[config.mk]
export PLATFORM = sky130hd
export DESIGN_NAME = midi_cmd_encoder
export DESIGN_NICKNAME = d
export VERILOG_FILES = /design/src/rtl/midi_pkg.sv /design/src/rtl/midi_cmd_encoder_sync_fifo.sv /design/src/rtl/midi_cmd_encoder.sv
export SDC_FILE = /design/constraint.sdc
export NUM_CORES = 1
export LEC_CHECK = 0
export CAP_MARGIN = 30
export CELL_PAD_IN_SITES_DETAIL_PLACEMENT = 0
export CELL_PAD_IN_SITES_GLOBAL_PLACEMENT = 1
export CORE_MARGIN = 2
export CORE_UTILIZATION = 45
export DETAILED_ROUTE_END_ITERATION = 16
export GPL_TIMING_DRIVEN = 0
export PLACE_DENSITY_LB_ADDON = 0.25
export SYNTH_ARGS = -nofsm -noshare
export SYNTH_HDL_FRONTEND = slang
export SYNTH_HIERARCHICAL = 1
export SYNTH_SLANG_ARGS = --single-unit
[constraint.sdc]
create_clock -name clk -period 4.55 [get_ports clk]
set_input_delay 0.6825 -clock clk [delete_from_list [all_inputs] [get_ports clk]]
set_output_delay 0.6825 -clock clk [all_outputs]
set_load 0.1 [all_outputs]
[src/rtl/midi_pkg.sv]
// Shared constants, parser state type and command-word builder for the MIDI
// note command encoder.
package midi_pkg;

  localparam logic [3:0] ST_NOTE_OFF = 4'h8;
  localparam logic [3:0] ST_NOTE_ON  = 4'h9;
  localparam logic [7:0] RT_MIN      = 8'hF8;

  localparam int CMD_W    = 16;
  localparam int CMD_BIT  = 15;
  localparam int NOTE_MSB = 14;
  localparam int NOTE_LSB = 8;
  localparam int VEL_MSB  = 7;
  localparam int VEL_LSB  = 0;

  typedef enum logic [1:0] {
    IDLE      = 2'd0,
    WAIT_NOTE = 2'd1,
    WAIT_VEL  = 2'd2
  } parse_state_e;

  // Note-on with velocity 0 is a note-off by MIDI convention; its velocity
  // field is already zero, so only the command bit needs qualifying.
  function automatic logic [CMD_W-1:0] make_word(input logic       is_on,
                                                 input logic [6:0] note,
                                                 input logic [6:0] vel);
    logic [CMD_W-1:0] w;
    w                   = '0;
    w[CMD_BIT]          = is_on && (vel != 7'd0);
    w[NOTE_MSB:NOTE_LSB] = note;
    w[VEL_MSB:VEL_LSB]   = {1'b0, vel};
    return w;
  endfunction

endpackage

[src/rtl/midi_cmd_encoder_sync_fifo.sv]
// First-word-fall-through FIFO; head reads zero while empty so the output
// word is clean out of reset.
module sync_fifo #(
  parameter int WIDTH = 16,
  parameter int DEPTH = 4
) (
  input  logic             clk,
  input  logic             rst,
  input  logic             push,
  input  logic [WIDTH-1:0] push_data,
  input  logic             pop,
  output logic             full,
  output logic             empty,
  output logic [WIDTH-1:0] head
);

  localparam int AW = $clog2(DEPTH);

  logic [WIDTH-1:0] mem_q [DEPTH];
  logic [AW-1:0]    wr_ptr_q, wr_ptr_d;
  logic [AW-1:0]    rd_ptr_q, rd_ptr_d;
  logic [AW:0]      count_q, count_d;
  logic             do_push, do_pop;

  assign full  = (count_q == (AW+1)'(DEPTH));
  assign empty = (count_q == '0);
  assign head  = empty ? '0 : mem_q[rd_ptr_q];

  always_comb begin
    do_push  = push && !full;
    do_pop   = pop && !empty;
    wr_ptr_d = wr_ptr_q;
    rd_ptr_d = rd_ptr_q;
    count_d  = count_q;
    if (do_push) wr_ptr_d = wr_ptr_q + AW'(1);
    if (do_pop)  rd_ptr_d = rd_ptr_q + AW'(1);
    if (do_push && !do_pop)      count_d = count_q + (AW+1)'(1);
    else if (do_pop && !do_push) count_d = count_q - (AW+1)'(1);
  end

  always_ff @(posedge clk) begin
    if (rst) begin
      wr_ptr_q <= '0;
      rd_ptr_q <= '0;
      count_q  <= '0;
    end else begin
      wr_ptr_q <= wr_ptr_d;
      rd_ptr_q <= rd_ptr_d;
      count_q  <= count_d;
    end
  end

  always_ff @(posedge clk) begin
    if (do_push) mem_q[wr_ptr_q] <= push_data;
  end

endmodule

[src/rtl/midi_cmd_encoder.sv]
// MIDI byte stream to 16-bit note command words: running-status Note On/Off
// parser with channel filter, feeding a small output FIFO.
module midi_cmd_encoder
  import midi_pkg::*;
#(
  parameter int         FIFO_DEPTH = 4,
  parameter logic [3:0] CHANNEL    = 4'd0,
  parameter bit         OMNI       = 1'b1
) (
  input  logic              clk,
  input  logic              rst,
  input  logic [7:0]        i_byte,
  input  logic              i_byte_valid,
  output logic              o_byte_ready,
  output logic [CMD_W-1:0]  o_data,
  output logic              o_valid,
  input  logic              i_rdy,
  output logic              o_drop
);

  parse_state_e     state_q, state_d;
  logic             is_on_q, is_on_d;
  logic [6:0]       note_q, note_d;
  logic             drop_q, drop_d;
  logic             byte_acc, is_note_status, ch_ok;
  logic             push;
  logic [CMD_W-1:0] push_word;
  logic             fifo_full, fifo_empty;

  // Gating on full means a completing velocity byte always finds room.
  assign o_byte_ready   = !fifo_full && !rst;
  assign byte_acc       = i_byte_valid && o_byte_ready;
  assign is_note_status = (i_byte[7:4] == ST_NOTE_OFF) || (i_byte[7:4] == ST_NOTE_ON);
  assign ch_ok          = OMNI || (i_byte[3:0] == CHANNEL);

  always_comb begin
    state_d   = state_q;
    is_on_d   = is_on_q;
    note_d    = note_q;
    drop_d    = 1'b0;
    push      = 1'b0;
    push_word = make_word(is_on_q, note_q, i_byte[6:0]);
    // Real-time bytes fall through untouched, even mid-message.
    if (byte_acc && (i_byte < RT_MIN)) begin
      if (i_byte[7]) begin
        drop_d = (state_q == WAIT_VEL);
        if (is_note_status && ch_ok) begin
          is_on_d = (i_byte[7:4] == ST_NOTE_ON);
          state_d = WAIT_NOTE;
        end else begin
          is_on_d = 1'b0;
          state_d = IDLE;
        end
      end else begin
        case (state_q)
          IDLE: drop_d = 1'b1;
          WAIT_NOTE: begin
            note_d  = i_byte[6:0];
            state_d = WAIT_VEL;
          end
          WAIT_VEL: begin
            push    = 1'b1;
            state_d = WAIT_NOTE;
          end
          default: state_d = IDLE;
        endcase
      end
    end
  end

  always_ff @(posedge clk) begin
    if (rst) begin
      state_q <= IDLE;
      is_on_q <= 1'b0;
      note_q  <= 7'd0;
      drop_q  <= 1'b0;
    end else begin
      state_q <= state_d;
      is_on_q <= is_on_d;
      note_q  <= note_d;
      drop_q  <= drop_d;
    end
  end

  sync_fifo #(
    .WIDTH (CMD_W),
    .DEPTH (FIFO_DEPTH)
  ) u_fifo (
    .clk       (clk),
    .rst       (rst),
    .push      (push),
    .push_data (push_word),
    .pop       (i_rdy),
    .full      (fifo_full),
    .empty     (fifo_empty),
    .head      (o_data)
  );

  assign o_valid = !fifo_empty;
  assign o_drop  = drop_q;

endmodule

==> results of run 1 <==
[through the flow]
step / utilization / hold WS (ns) / setup WS (ns) / instances
3_3_place_gp: 0.5171 / 0.4666 / 0.8886 / 347
4_1_cts: 0.5399 / 0.4982 / 1.140 / 363
3_5_place_dp: 0.5171 / 0.4799 / 0.8665 / 347
6_report: 0.5399 / 0.4957 / 1.189 / 363
2_1_floorplan: - / 0.4491 / 1.643 / 216
5_1_grt: 0.5399 / 0.5290 / 1.055 / 363
[logic make-up after synthesis]
family / synth area share
compound gates: 0.04305
xor+xnor: 0.009879
fa+ha+maj: 0.02329
buf+inv: 0.03140
flops: 0.6549
mux: 0.1164
other cells: 0.001058
simple gates: 0.1200
[placed cells by master (no fill, tap or decap), drive strengths merged, types with 4 or more instances in the layout]
master,count
xor2,4
o21ai,11
buf,8
dfxtp,20
clkdlybuf4s50,29
edfxtp,64
mux4,16
nor2,9
nand3,8
nor2b,16
and2,4
inv,10
clkbuf,12
a21oi,10
conb,4
ha,5
[state kept, by name, summed over array words and instances, names as in the netlist, named ones only]
register,cells
u_fifo/mem_q,64
u_fifo/rd_ptr_q,2
o_drop,1
u_fifo/wr_ptr_q,2
note_q,7
state_q,2
u_fifo/count_q,3
is_on_q,1
[metal layers]
metal	track usage	wire, µm	up-vias	share of wire
li1	-	-	894	-
met1	0.2106	2752	900	0.46
met2	0.2361	2859	52	0.48
met3	0.03173	294	7	0.049
met4	0.07721	76	0	0.013
met5	0	0	-	0
[cell type report]
type                    instances  area, µm²  share of cell area
multi-input cells             115       1124              0.2707
well taps                     102      127.6             0.03075
clock inverters                 6      47.55             0.01146
clock buffers                  10      127.6             0.03075
repair buffers                 29      290.3             0.06994
plain buffers                  10      85.08             0.02050
inverters                       7      26.28            0.006331
flip-flops and latches         84       2322              0.5595
[worst paths after layout]
| path | start | end | depth (start not counted) |
|---|---|---|---|
| worst max-delay path | flop | o_data[5] | 5 |
| worst min-delay path | note_q[4] | u_fifo/mem_q[1][12] | 0 |
| worst max register to register | u_fifo/count_q[0] | u_fifo/count_q[2] | 12 |
| worst min register to register | note_q[4] | u_fifo/mem_q[1][12] | 0 |
==> out/metrics.cfg, run 1 <==
[route]
viasPerCell = 5.105
vias = 1853
drtPass1Iterations = 4
drt_iter0_markers = 120
drt-total-wl_mm = 5.982
drc_errors = 0
wl_per_cell_um = 16.48
ant_nets = 0

[yosys]
synth.area.top_cells = edfxtp_1, dfxtp_1, mux4_2
synth_seq_cells = 84
synth_most_common_cell = edfxtp_1
netlist_area_um2 = 3546
yosys.area.top_type = edfxtp_1
postSynthCellCount = 213
synthArstFlopShare = 0
synth_common_cells = edfxtp_1, dfxtp_1
syn_area_per_cell_um2 = 16.65
ys_warn_count = 6
synth_edf_count = 64
synth.distinct_cells = 39
synth_top_cell_area_share = 0.5420
ys.flop_type = edfxtp_1
ys_seq_area_frac = 0.6549

[global_routing]
globalRouteOverflowTotal = 0
grt_max_degree = 17
grt_pass1_wl_mm = 9.791
antenna_found_initial = 0
grt_use_total = 0.1543
grt_pass1_vias = 1879

[finish]
diodes = 0
fin_area_um2 = 4150
n_fill_cell = 638
area_growth_pct = 17.04
layout.nets = 274
drive_gt1_frac = 0.1877

[place]
gp_congestion = 0.7835
placed_area_um2 = 3975
io_buffers = 29
hpwl_mm = 3.836

[die]
die_w_um = 92.77
ios = 31
die_area_um2 = 8606
core_um2 = 7687
initial_core_util = 0.4613
die_h_um = 92.77
rows = 32

[cts]
clock_latency_ns = 0.34
holdBufCountCts = 0
htree_levels = 3
cts_resized = 0
numCtsBuffers = 9
post_cts_buffers = 0
cts_tree = done
numClockSinks = 84
cts.root.buffer_cell = clkbuf_8
path_clk_slew_ns = 0.09
clk_path_buf_depth = 2

[timing]
max_freq_mhz = 297.6
setup_viol = 0
timing.slew.headroom = 0.3508
hold_violations = 0
period_share = 0.7386
totalNegativeSetupSlack_ns = 0
maxSlewViolCount = 0
fin_crit_ns = 3.361
rsz0062_at_grt = no
tightest_slew_ns = 0.9707
clock-skew-final_ns = 0.007621

[worst_setup_path]
path_buf_inv = 3
start_kind = flop
crit_family = buffers and inverters
endpoint_kind = primary output
critPathMaxFanout = 10
rrSetupSlack_ns = 1.60
crit_required_ns = 3.87
max_stage_delay_ns = 1.14
worstPathArrival_ns = 2.68
crit_slowest_cell = clkdlybuf4s50_1
worstSetupPathType = reg -> out
path_cells = clkbuf_2 -> buf_2 -> mux4_2 -> nor2b_4 -> clkdlybuf4s50_1

[run]
cap_violations = 0

[run_status]
status = finished, final reports clean

[min_path]
min_path_type = reg -> reg

Power of run 1 is not shown: default switching activity piles up to over one toggle a cycle in this logic, so the estimate is an artifact.
==> inputs of run 2 (changes only) <==
clock period = 3.1 ns   (was 4.55 ns; I/O delays follow)
==> run 2 against run 1 <==
Compared with the run above:
- clock-buffer cell count unchanged
- final area decreased by 0.15%
- wire length increased by 0.30%
- via count increased by 1.2%
- hold slack got worse by 0.0024 ns
- largest cell class unchanged
==> out/metrics.cfg, run 2 (synthesis results as in run 1) <==
[place]
hpwl_mm = 3.836  ; unchanged
io_buffers = 29  ; unchanged
dp.cells = 347  ; unchanged
gp_congestion = 0.7835  ; unchanged

[route]
drtPass1Iterations = 5  ; +1
drt-total-wl_mm = 6.000  ; +0.30%
drt_iter0_markers = 103  ; -14%
viasPerCell = 5.168  ; +1.2%
drc_errors = 0  ; unchanged
wl_per_cell_um = 16.53  ; +0.30%
ant_nets = 0  ; unchanged
vias = 1876  ; +1.2%

[worst_setup_path]
critPathMaxFanout = 7  ; -3
worstPathArrival_ns = 2.53  ; -0.15 ns
max_stage_delay_ns = 0.98  ; -0.16 ns
start_kind = flop
endpoint_kind = primary output
path_buf_inv = 2  ; -1
crit_family = buffers and inverters
crit_slowest_cell = clkdlybuf4s50_1
path_cells = buf_6 -> mux4_1 -> nor2b_1 -> clkdlybuf4s50_1
crit_required_ns = 2.63  ; -1.24 ns
worstSetupPathType = reg -> out

[run_status]
status = finished, final reports clean

[global_routing]
grt_pass1_wl_mm = 9.791  ; unchanged
globalRouteOverflowTotal = 0  ; unchanged
grt_use_total = 0.1543  ; unchanged
antenna_found_initial = 0  ; unchanged
grt_max_degree = 17  ; unchanged
grt_pass1_vias = 1879  ; unchanged

[timing]
tightest_slew_ns = 0.9707  ; +0.000007570 ns
rsz0062_at_grt = no
timing.slew.headroom = 0.3508  ; about the same
clock-skew-final_ns = 0.006902  ; -0.0007194 ns
max_freq_mhz = 334.1
hold_violations = 0  ; unchanged
fin_crit_ns = 2.993
period_share = 0.9655
setup_viol = 0  ; unchanged
maxSlewViolCount = 0  ; unchanged

[die]
rows = 32  ; unchanged
die_w_um = 92.77  ; unchanged
ios = 31  ; unchanged
die_area_um2 = 8606  ; unchanged
core_um2 = 7687  ; unchanged
initial_core_util = 0.4613  ; unchanged
die_h_um = 92.77  ; unchanged

[cts]
post_cts_buffers = 0  ; unchanged
holdBufCountCts = 0  ; unchanged
clock_latency_ns = 0.35  ; about the same
clk_path_buf_depth = 2  ; unchanged
numCtsBuffers = 9  ; unchanged
numClockSinks = 84  ; unchanged
cts.root.buffer_cell = clkbuf_8
htree_levels = 3  ; unchanged
cts_tree = done
path_clk_slew_ns = 0.08  ; about the same

[finish]
n_fill_cell = 640  ; +0.31%
final_common_cell = edfxtp_1
final_cell_count_no_fill = 363  ; unchanged
top_register = u_fifo/mem_q
drive_gt1_frac = 0.1916  ; +0.003831
largest_reg_flops = 64  ; unchanged
final_cell_mix = edfxtp_1, dfxtp_1, clkdlybuf4s50_1
reg.largest.list = u_fifo/mem_q (64), note_q (7), u_fifo/count_q (3)
diodes = 0  ; unchanged
area_growth_pct = 16.87
final_util = 0.5391  ; -0.0008140
layout.nets = 274  ; unchanged

[run]
cap_violations = 0  ; unchanged

[min_path]
min_path_type = in -> reg

==> run 2: changes by cell type in the layout (fill, tap and decap cells not counted) <==
| cell | previous run | this run |
|---|---|---|
| clkdlybuf4s50_1 | 29 | 18 |
| dlygate4sd2_1 | 0 | 11 |
| nor2_1 | 9 | 8 |
| nor2_4 | 0 | 1 |
==> run 2: area by class of cell <==
cell class / count / area (µm²) / area share
Multi-Input combinational cell: 115 / 1131 / 0.2729
Clock inverter: 6 / 47.55 / 0.01147
Inverter: 7 / 26.28 / 0.006341
Tap cell: 102 / 127.6 / 0.03080
Buffer: 10 / 85.08 / 0.02053
Timing Repair Buffer: 29 / 276.5 / 0.06673
Sequential cell: 84 / 2322 / 0.5604
Clock buffer: 10 / 127.6 / 0.03080
==> run 2: path summary, 6_finish.rpt <==
path,startpoint,end,slack [ns],cells past startpoint
worst min-delay path,i_byte[7],o_drop,0.49,3
worst max register to register,u_fifo/count_q[0],u_fifo/count_q[2],0.29,12
worst max-delay path,flop,o_data[3],0.11,4
worst min register to register,note_q[4],u_fifo/mem_q[1][12],0.50,0
==> run 2: stage by stage <==
step                      instance area [µm²]  hold WS, ns  setup slack (ns)  TNS (ns)
final                                    4144       0.4933            0.1070         0
after global routing                     4144       0.5130          0.006666         0
after CTS                                4139       0.4811           0.08554         0
after detailed placement                 3975       0.4799           -0.3660    -13.71
after global placement                   3975       0.4666           -0.3439    -11.95
after floorplan                          3557       0.4491            0.4109         0
==> run 2: timing repair <==
item | CTS | global route
cloned | 0 | 0
setup endpoints to repair | 12 | 1
resized for setup | 12 | 1
==> run 2: per-layer routing <==
| layer | track usage | part of all wire |
|---|---|---|
| met5 | 0 | 0 |
| met4 | 0.07721 | 0.013 |
| met3 | 0.03173 | 0.045 |
| met2 | 0.2355 | 0.48 |
| met1 | 0.2112 | 0.46 |
==> run 2: worst min-delay path, stage by stage <==
cell and delay (ns):
buf_2 0.14, xor2_1 0.13, nor3_1 0.06
Power of run 2 is left out for the same reason.
==> inputs of run 3 (changes only) <==
CORE_UTILIZATION = 49   (was 45)
==> run 3 against run 2 <==
Compared with the run above:
- hold slack about the same
- global-route usage grew 1.2 points
- register-to-register slack hardly changed
- wire length decreased by 1.6%
- utilization is 4.6 points higher
- final cell count is 0.83% lower
- highest routed layer unchanged
==> out/metrics.cfg, run 3 (synthesis results as in run 1) <==
[run_status]
status = finished, final reports clean

[route]
drt_iter0_markers = 91  ; -12%
ant_nets = 0  ; unchanged
vias = 1901  ; +1.3%
wl_per_cell_um = 16.41  ; -0.75%
viasPerCell = 5.281  ; +2.2%
drt-total-wl_mm = 5.906  ; -1.6%
drtPass1Iterations = 4  ; -1
drc_errors = 0  ; unchanged

[die]
ios = 31  ; unchanged
die_w_um = 89.07  ; -4.0%
initial_core_util = 0.4968  ; +0.03558
die_area_um2 = 7933  ; -7.8%
die_h_um = 89.07  ; -4.0%
rows = 31  ; -3.1%
core_um2 = 7137  ; -7.2%

[worst_setup_path]
critPathMaxFanout = 7  ; unchanged
crit_path_end = o_data[3]
r2r_start = u_fifo/count_q[0]
r2r_end = u_fifo/count_q[2]
rr_worst_depth = 12  ; unchanged
rrSetupSlack_ns = 0.30  ; about the same
crit_required_ns = 2.63  ; about the same
worstSetupPathType = reg -> out
start_kind = flop
worstPathArrival_ns = 2.53  ; about the same
endpoint_kind = primary output

[timing]
period_share = 0.9660  ; about the same
setup_viol = 0  ; unchanged
timing.slew.headroom = 0.3514  ; +0.0005310
tightest_slew_ns = 0.9699  ; -0.0007938 ns
fin_crit_ns = 2.995  ; +0.001653 ns
maxSlewViolCount = 0  ; unchanged
worst_hold_slack_ns = 0.4933  ; -0.00003200 ns
max_freq_mhz = 333.9  ; about the same
rsz0062_at_grt = no
clock-skew-final_ns = 0.008718  ; +0.001816 ns
hold_violations = 0  ; unchanged

[global_routing]
grt_pass1_vias = 1821  ; -3.1%
antenna_found_initial = 0  ; unchanged
grt_use_total = 0.1659  ; +0.01169
grt_pass1_wl_mm = 9.390  ; -4.1%
grt_max_degree = 17  ; unchanged
globalRouteOverflowTotal = 0  ; unchanged

[finish]
layout.nets = 274  ; unchanged
diodes = 0  ; unchanged
area_growth_pct = 17.71
largest_reg_flops = 64  ; unchanged
reg.largest.list = u_fifo/mem_q (64), note_q (7), u_fifo/count_q (3)
final_common_cell = edfxtp_1
final_cell_mix = edfxtp_1, dfxtp_1, clkdlybuf4s50_1
n_fill_cell = 585  ; -8.6%
top_register = u_fifo/mem_q
drive_gt1_frac = 0.1954  ; +0.003831

[cts]
holdBufCountCts = 0  ; unchanged
cts_tree = done
numCtsBuffers = 9  ; unchanged
htree_levels = 3  ; unchanged
clock_latency_ns = 0.35  ; about the same
path_clk_slew_ns = 0.09  ; about the same
clk_path_buf_depth = 2  ; unchanged
cts.root.buffer_cell = clkbuf_8
post_cts_buffers = 0  ; unchanged
numClockSinks = 84  ; unchanged

[place]
io_buffers = 29  ; unchanged
gp_congestion = 0.7922  ; +1.1%
hpwl_mm = 3.790  ; -1.2%

[run]
cap_violations = 0  ; unchanged

[min_path]
min_path_type = reg -> reg

## run 3: changes by cell type in the layout (fill, tap and decap cells not counted), sizes merged
cell	delta
clkinvlp	+1
dlygate4sd2	-1
bufinv	+1
dlymetal6s2s	+1
clkinv	+1
inv	-3
## run 3: through the flow
step / TNS (ns) / instance area, µm² / worst slack [ns] / util / cells
2_1_floorplan: 0 / 3557 / 0.4109 / - / 216
3_3_place_gp: -11.25 / 3971 / -0.3544 / 0.5565 / 344
3_5_place_dp: -10.90 / 3971 / -0.3509 / 0.5565 / 344
4_1_cts: 0 / 4160 / 0.02291 / 0.5829 / 360
5_1_grt: 0 / 4174 / 0.001508 / 0.5849 / 360
6_report: 0 / 4174 / 0.1054 / 0.5849 / 360
## run 3: worst min path at each step
stage          endpoint               start  cells past startpoint
2_1_floorplan    o_drop          state_q[0]                      1
3_3_place_gp    is_on_q             is_on_q                      1
3_5_place_dp    is_on_q             is_on_q                      1
4_1_cts          o_drop           i_byte[7]                      3
5_1_grt         is_on_q             is_on_q                      1
6_report           flop  u_fifo/rd_ptr_q[1]                      2
## run 3: timing repair
item,CTS,global route
endpoints found under the setup margin,10,13
endpoints found under the hold margin,0,0
resized for setup,10,4
## run 3: cell type report
class                      count  area, µm²  share of cell area
clock inverter                 6      63.81             0.01529
clock buffer                  10      137.6             0.03297
inverter                       7      26.28            0.006295
multi-input combinational    115       1131              0.2710
timing repair buffer          29      280.3             0.06715
buffer                        10      88.84             0.02128
sequential                    84       2322              0.5564
tap                           99      123.9             0.02968
## run 3: routing by layer
metal  global-route usage  part of all wire  vias to the layer above  routed length (µm)
met5                    0                 0                        -                   0
met4              0.06920             0.013                        0                  75
met3              0.03601             0.028                        7                 163
met2               0.2551              0.49                       38                2873
met1               0.2320              0.47                      962                2794
li1                     -                 -                      894                   -
## run 3: critical path, stage by stage (launching register included)
cell and delay, ns:
dfxtp_1 0.33, buf_6 0.14, mux4_1 0.58, nor2b_1 0.15, clkdlybuf4s50_1 0.98
Power of run 3 is left out for the same reason.
